### config.mk
export PLATFORM = sky130hd
export DESIGN_NAME = voice_allocator
export DESIGN_NICKNAME = d
export VERILOG_FILES = /design/src/rtl/voice_allocator.sv
export SDC_FILE = /design/constraint.sdc
export NUM_CORES = 1
export LEC_CHECK = 0
export CORE_ASPECT_RATIO = 0.5
export CORE_UTILIZATION = 54
export CTS_BUF_LIST = sky130_fd_sc_hd__clkbuf_4 sky130_fd_sc_hd__clkbuf_8
export CTS_CLUSTER_SIZE = 30
export DETAILED_ROUTE_END_ITERATION = 10
export PLACE_DENSITY_LB_ADDON = 0.15
export SLEW_MARGIN = 20
export SYNTH_ARGS = -nofsm -noshare
export SYNTH_HDL_FRONTEND = slang
export SYNTH_SLANG_ARGS = --single-unit
### constraint.sdc
create_clock -name clk -period 6.5 [get_ports clk]
set_input_delay 0.975 -clock clk [delete_from_list [all_inputs] [get_ports clk]]
set_output_delay 0.975 -clock clk [all_outputs]
set_load 0.03 [all_outputs]
### src/rtl/voice_allocator.sv
// Voice allocator: accepts note-on/off events and assigns them to a bank of
// nco/adsr voice pairs. Each event scans the voices one per cycle to find a
// gated voice already playing the key (match) and the lowest idle voice
// (free), then applies the event: retrigger, fresh allocation, round-robin
// steal, or release.
//
// Ports:
//   clk, reset    clock; asynchronous active-high reset
//   ev_valid/ev_ready/ev_on/ev_key/ev_freq   note event handshake and payload
//   all_off       panic release of every voice, aborts any event in flight
//   voice_active  adsr active flag per voice (sampled while scanning)
//   gate          adsr gate per voice
//   freq          frequency word per voice, voice i at [i*FREQ_BITS +: FREQ_BITS]
//   stolen        one-cycle pulse when a busy voice was taken over
module voice_allocator #(
  parameter int unsigned NUM_VOICES = 4,
  parameter int unsigned KEY_BITS   = 7,
  parameter int unsigned FREQ_BITS  = 22
) (
  input  logic                            clk,
  input  logic                            reset,
  input  logic                            ev_valid,
  output logic                            ev_ready,
  input  logic                            ev_on,
  input  logic [KEY_BITS-1:0]             ev_key,
  input  logic [FREQ_BITS-1:0]            ev_freq,
  input  logic                            all_off,
  input  logic [NUM_VOICES-1:0]           voice_active,
  output logic [NUM_VOICES-1:0]           gate,
  output logic [NUM_VOICES*FREQ_BITS-1:0] freq,
  output logic                            stolen
);

  localparam int unsigned IDX_W = (NUM_VOICES > 1) ? $clog2(NUM_VOICES) : 1;
  localparam logic [IDX_W-1:0] LAST_IDX = IDX_W'(NUM_VOICES - 1);

  typedef enum logic [1:0] {IDLE, SCAN, APPLY, RETRIG} state_t;

  state_t                                  state_q, state_d;
  logic                                    ready_q, ready_d;
  logic [NUM_VOICES-1:0]                   gate_q, gate_d;
  logic [NUM_VOICES-1:0][FREQ_BITS-1:0]    freq_q, freq_d;
  logic [NUM_VOICES-1:0][KEY_BITS-1:0]     key_q, key_d;
  logic [IDX_W-1:0]                        steal_ptr_q, steal_ptr_d;
  logic                                    stolen_q, stolen_d;
  logic                                    ev_on_q, ev_on_d;
  logic [KEY_BITS-1:0]                     ev_key_q, ev_key_d;
  logic [FREQ_BITS-1:0]                    ev_freq_q, ev_freq_d;
  logic [IDX_W-1:0]                        scan_idx_q, scan_idx_d;
  logic                                    match_found_q, match_found_d;
  logic [IDX_W-1:0]                        match_idx_q, match_idx_d;
  logic                                    free_found_q, free_found_d;
  logic [IDX_W-1:0]                        free_idx_q, free_idx_d;
  logic [IDX_W-1:0]                        tgt_q, tgt_d;

  // State and datapath registers
  always_ff @(posedge clk or posedge reset) begin
    if (reset) begin
      state_q       <= IDLE;
      ready_q       <= 1'b1;
      gate_q        <= '0;
      freq_q        <= '0;
      key_q         <= '0;
      steal_ptr_q   <= '0;
      stolen_q      <= 1'b0;
      ev_on_q       <= 1'b0;
      ev_key_q      <= '0;
      ev_freq_q     <= '0;
      scan_idx_q    <= '0;
      match_found_q <= 1'b0;
      match_idx_q   <= '0;
      free_found_q  <= 1'b0;
      free_idx_q    <= '0;
      tgt_q         <= '0;
    end else begin
      state_q       <= state_d;
      ready_q       <= ready_d;
      gate_q        <= gate_d;
      freq_q        <= freq_d;
      key_q         <= key_d;
      steal_ptr_q   <= steal_ptr_d;
      stolen_q      <= stolen_d;
      ev_on_q       <= ev_on_d;
      ev_key_q      <= ev_key_d;
      ev_freq_q     <= ev_freq_d;
      scan_idx_q    <= scan_idx_d;
      match_found_q <= match_found_d;
      match_idx_q   <= match_idx_d;
      free_found_q  <= free_found_d;
      free_idx_q    <= free_idx_d;
      tgt_q         <= tgt_d;
    end
  end

  // Next-state and output logic
  always_comb begin
    state_d       = state_q;
    gate_d        = gate_q;
    freq_d        = freq_q;
    key_d         = key_q;
    steal_ptr_d   = steal_ptr_q;
    stolen_d      = 1'b0;
    ev_on_d       = ev_on_q;
    ev_key_d      = ev_key_q;
    ev_freq_d     = ev_freq_q;
    scan_idx_d    = scan_idx_q;
    match_found_d = match_found_q;
    match_idx_d   = match_idx_q;
    free_found_d  = free_found_q;
    free_idx_d    = free_idx_q;
    tgt_d         = tgt_q;

    unique case (state_q)
      IDLE: begin
        if (ev_valid) begin
          ev_on_d       = ev_on;
          ev_key_d      = ev_key;
          ev_freq_d     = ev_freq;
          scan_idx_d    = '0;
          match_found_d = 1'b0;
          free_found_d  = 1'b0;
          state_d       = SCAN;
        end
      end

      SCAN: begin
        // Keep only the first hit of each kind, so lowest index wins
        if (!match_found_q && gate_q[scan_idx_q] && (key_q[scan_idx_q] == ev_key_q)) begin
          match_found_d = 1'b1;
          match_idx_d   = scan_idx_q;
        end
        // A released voice still sounding (active) is not free
        if (!free_found_q && !gate_q[scan_idx_q] && !voice_active[scan_idx_q]) begin
          free_found_d = 1'b1;
          free_idx_d   = scan_idx_q;
        end
        if (scan_idx_q == LAST_IDX) begin
          state_d = APPLY;
        end else begin
          scan_idx_d = scan_idx_q + IDX_W'(1);
        end
      end

      APPLY: begin
        state_d = IDLE;
        if (ev_on_q) begin
          if (match_found_q) begin
            gate_d[match_idx_q] = 1'b0;
            freq_d[match_idx_q] = ev_freq_q;
            tgt_d               = match_idx_q;
            state_d             = RETRIG;
          end else if (free_found_q) begin
            gate_d[free_idx_q] = 1'b1;
            freq_d[free_idx_q] = ev_freq_q;
            key_d[free_idx_q]  = ev_key_q;
          end else begin
            gate_d[steal_ptr_q] = 1'b0;
            freq_d[steal_ptr_q] = ev_freq_q;
            key_d[steal_ptr_q]  = ev_key_q;
            tgt_d               = steal_ptr_q;
            stolen_d            = 1'b1;
            steal_ptr_d         = (steal_ptr_q == LAST_IDX) ? '0 : steal_ptr_q + IDX_W'(1);
            state_d             = RETRIG;
          end
        end else if (match_found_q) begin
          gate_d[match_idx_q] = 1'b0;
        end
      end

      RETRIG: begin
        gate_d[tgt_q] = 1'b1;
        state_d       = IDLE;
      end

      default: state_d = IDLE;
    endcase

    // Panic release overrides everything, dropping the event in flight
    if (all_off) begin
      gate_d   = '0;
      stolen_d = 1'b0;
      state_d  = IDLE;
    end
  end

  // ev_ready is registered alongside the state it reflects
  assign ready_d  = (state_d == IDLE);

  assign ev_ready = ready_q;
  assign gate     = gate_q;
  assign freq     = freq_q;
  assign stolen   = stolen_q;

endmodule
==> flow_summary.yaml <==
die:
  die_area_um2: 13510
  fp-row-count: 29
  die_height_um: 82.69
  io_pins: 132
  initial_core_util: 0.5537
  fp.dieW_um: 163.4
  core_um2: 12700
clock_network:
  cts-root-buf: "clkbuf_8"
  cts_buffers: 17
  numClockSinks: 166
  htreeDepth: 4
  cts_buffer_depth: 2
  cts.clk_slew.worst_paths_ns: 0.09
  cts_hold_buf: 0
  cts-resized-gates: 0
  post_cts_buffers: 0
  cts_tree: "built"
  clock_latency_ns: 0.46
placed_design:
  place_hpwl_um: 10060
  place_congestion: 0.8649
  io_buffers: 131
synthesis:
  netlist_top_cells_area: "dfrtp_1 (59%), mux2_2 (15%), nand2_1 (5.8%)"
  syn_area_um2: 7032
  synth_ff_type: "dfrtp_1"
  ys_seq_elements: 166
  netlist-cell-type-count: 45
  syn_avg_cell_area_um2: 11.96
  synth_top_area_frac: 0.5872
  yosysSeqAreaShare: 0.5909
  synth_edf_count: 0
  yosys_warnings: 0
  synth_cells: 588
  yosysTopAreaCell: "dfrtp_1"
  async_reset_ff_frac: 1.000
  synthesis.nets: 631
sta:
  min_period_ns: 2.662
  fin_crit_sh: 0.4096
  worst_slew_pin_slew_ns: 0.9375
  maxSlewViolCount: 0
  holdWs_ns: 0.5033
  finalSetupViolations: 0
  max-slew-margin-rel: 0.3750
  max_freq_mhz: 375.6
  hold_violations: 0
  rsz0062_at_grt: "no"
  fin_skew_ns: 0.01704
  tns_ns: 0
run_status:
  status: "finished clean"
grt:
  grt_pass1_wl_um: 25010
  first_global_vias: 4698
  grt.overflow.total: 0
  grt.total_usage: 0.2492
  antenna_found_initial: 0
  grt_max_degree: 110
critical_path:
  rr_startpoint: "scan_idx_q[0]$_DFFE_PP0P_"
  slowest_stage: "clkdlybuf4s50_1"
  end_kind: "output pin"
  slowest_delay_ns: 0.73
  cp-startpoint: "gate[3]$_DFFE_PP0P_"
  timing.rr.end: "match_idx_q[0]$_DFFE_PP0P_"
  critPathTopFamily: "buffers and inverters"
  cp_max_fo: 8
  start_kind: "flip-flop"
  crit_type: "flip-flop to output pin"
  r2r_cells: 5
  path_buf_inv: 1
  r2r_slack_ns: 3.92
  worstSetupPathDepth: 1
  crit_required_ns: 5.52
  cp.arrival_ns: 1.69
  crit_chain: "clkdlybuf4s50_1"
pwr:
  power_leakage_uw: 0.004187
  max-vdd-ir-drop_mv: 0.1673
  cellPowerDensity_nw_per_um2: 264.1
route:
  vias: 4757
  ant_nets: 0
  avgRoutedWirePerCell_um: 17.42
  drc: 0
  wirelength_um: 15620
  dr.pass1.iters: 5
  drt_iter0_drc: 252
  via_per_inst: 5.303
layout:
  final_common_cell: "dfrtp_1"
  n_fill_cell: 963
  nets: 757
  syn2layout_area_growth_pct: 26.32
  drive_gt1_frac: 0.2036
  antenna_cells: 0
  fin_util: 0.6994
  final_cell_mix: "dfrtp_1 (165), clkdlybuf4s50_1 (131), nand2_1 (109)"
hold_path:
  hp-class: "flip-flop to flip-flop"
  hold_end: "freq[64]$_DFFE_PP0P_"
  hold_depth: 1
  hold_start: "freq[64]$_DFFE_PP0P_"
job:
  max_cap_violations: 0
==> worst max-delay path by stage <==
stage,endpoint
after global routing,match_idx_q[1]$_DFFE_PP0P_
after detailed placement,gate[3]$_DFFE_PP0P_
after CTS,gate[3]
after global placement,gate[0]$_DFFE_PP0P_
final,gate[3]
after floorplan,ev_freq_q[0]$_DFFE_PP0P_
==> metal layers <==
layer,wire (um),vias up,track usage
li1,-,2249,-
met1,7308,2366,0.3415
met2,7199,125,0.3809
met3,930,17,0.07393
met4,186,0,0.08692
met5,0,-,0
==> synthesized netlist by cell type (5+ instances only) <==
master      n
xnor2_1     5
inv_1      31
clkbuf_1   18
nand3_1    25
dfrtp_1   165
nor3_1      6
mux2_2     95
nor2_1     15
nand2_1   109
nand2b_1    7
o21ai_0    32
a21oi_1    10
ha_1        5
buf_2      10
==> power breakdown <==
group	total, uW	internal, uW	switching (uW)
Sequential	1230	1110	116
Clock	758	332	426
Combinational	360	174	186
==> cell families (layout without fill, tap and decap cells) <==
group | count (synthesis) | in the layout | synth area share
simple gates | 172 | 172 | 0.1077
flops | 166 | 166 | 0.5909
compound gates | 67 | 67 | 0.05712
fa+ha+maj | 5 | 5 | 0.008897
mux | 109 | 109 | 0.1891
xor+xnor | 7 | 7 | 0.008719
buf+inv | 62 | 201 | 0.03754
==> final cells by class <==
type	instances	area (um^2)	share of cell area
Sequential cell	166	4155	0.4678
Multi-Input combinational cell	360	2620	0.2950
Timing Repair Buffer	138	1364	0.1535
Clock buffer	18	247.7	0.02789
Tap cell	170	212.7	0.02395
Clock inverter	14	161.4	0.01817
Inverter	31	121.4	0.01366
==> state kept, by name (all words and copies together) (netlist names) <==
signal,flops
free_found_q,1
stolen,1
ev_ready,1
ev_on_q,1
ev_freq_q,22
freq,88
match_idx_q,2
ev_key_q,7
scan_idx_q,2
gate,4
tgt_q,2
free_idx_q,2
state_q,2
steal_ptr_q,2
match_found_q,1
key_q,28
==> metrics by stage <==
stage | instance area (um^2) | worst slack (ns) | instances | power [uW]
after global routing | 8882 | 3.699 | 897 | 2456
after CTS | 8882 | 3.819 | 897 | 2362
after global placement | 8473 | 3.545 | 865 | 1593
after detailed placement | 8473 | 3.526 | 865 | 1607
after floorplan | 7032 | 1.037 | 588 | 1469
final | 8882 | 3.838 | 897 | 2346
Power figures use the tool's default switching activity.
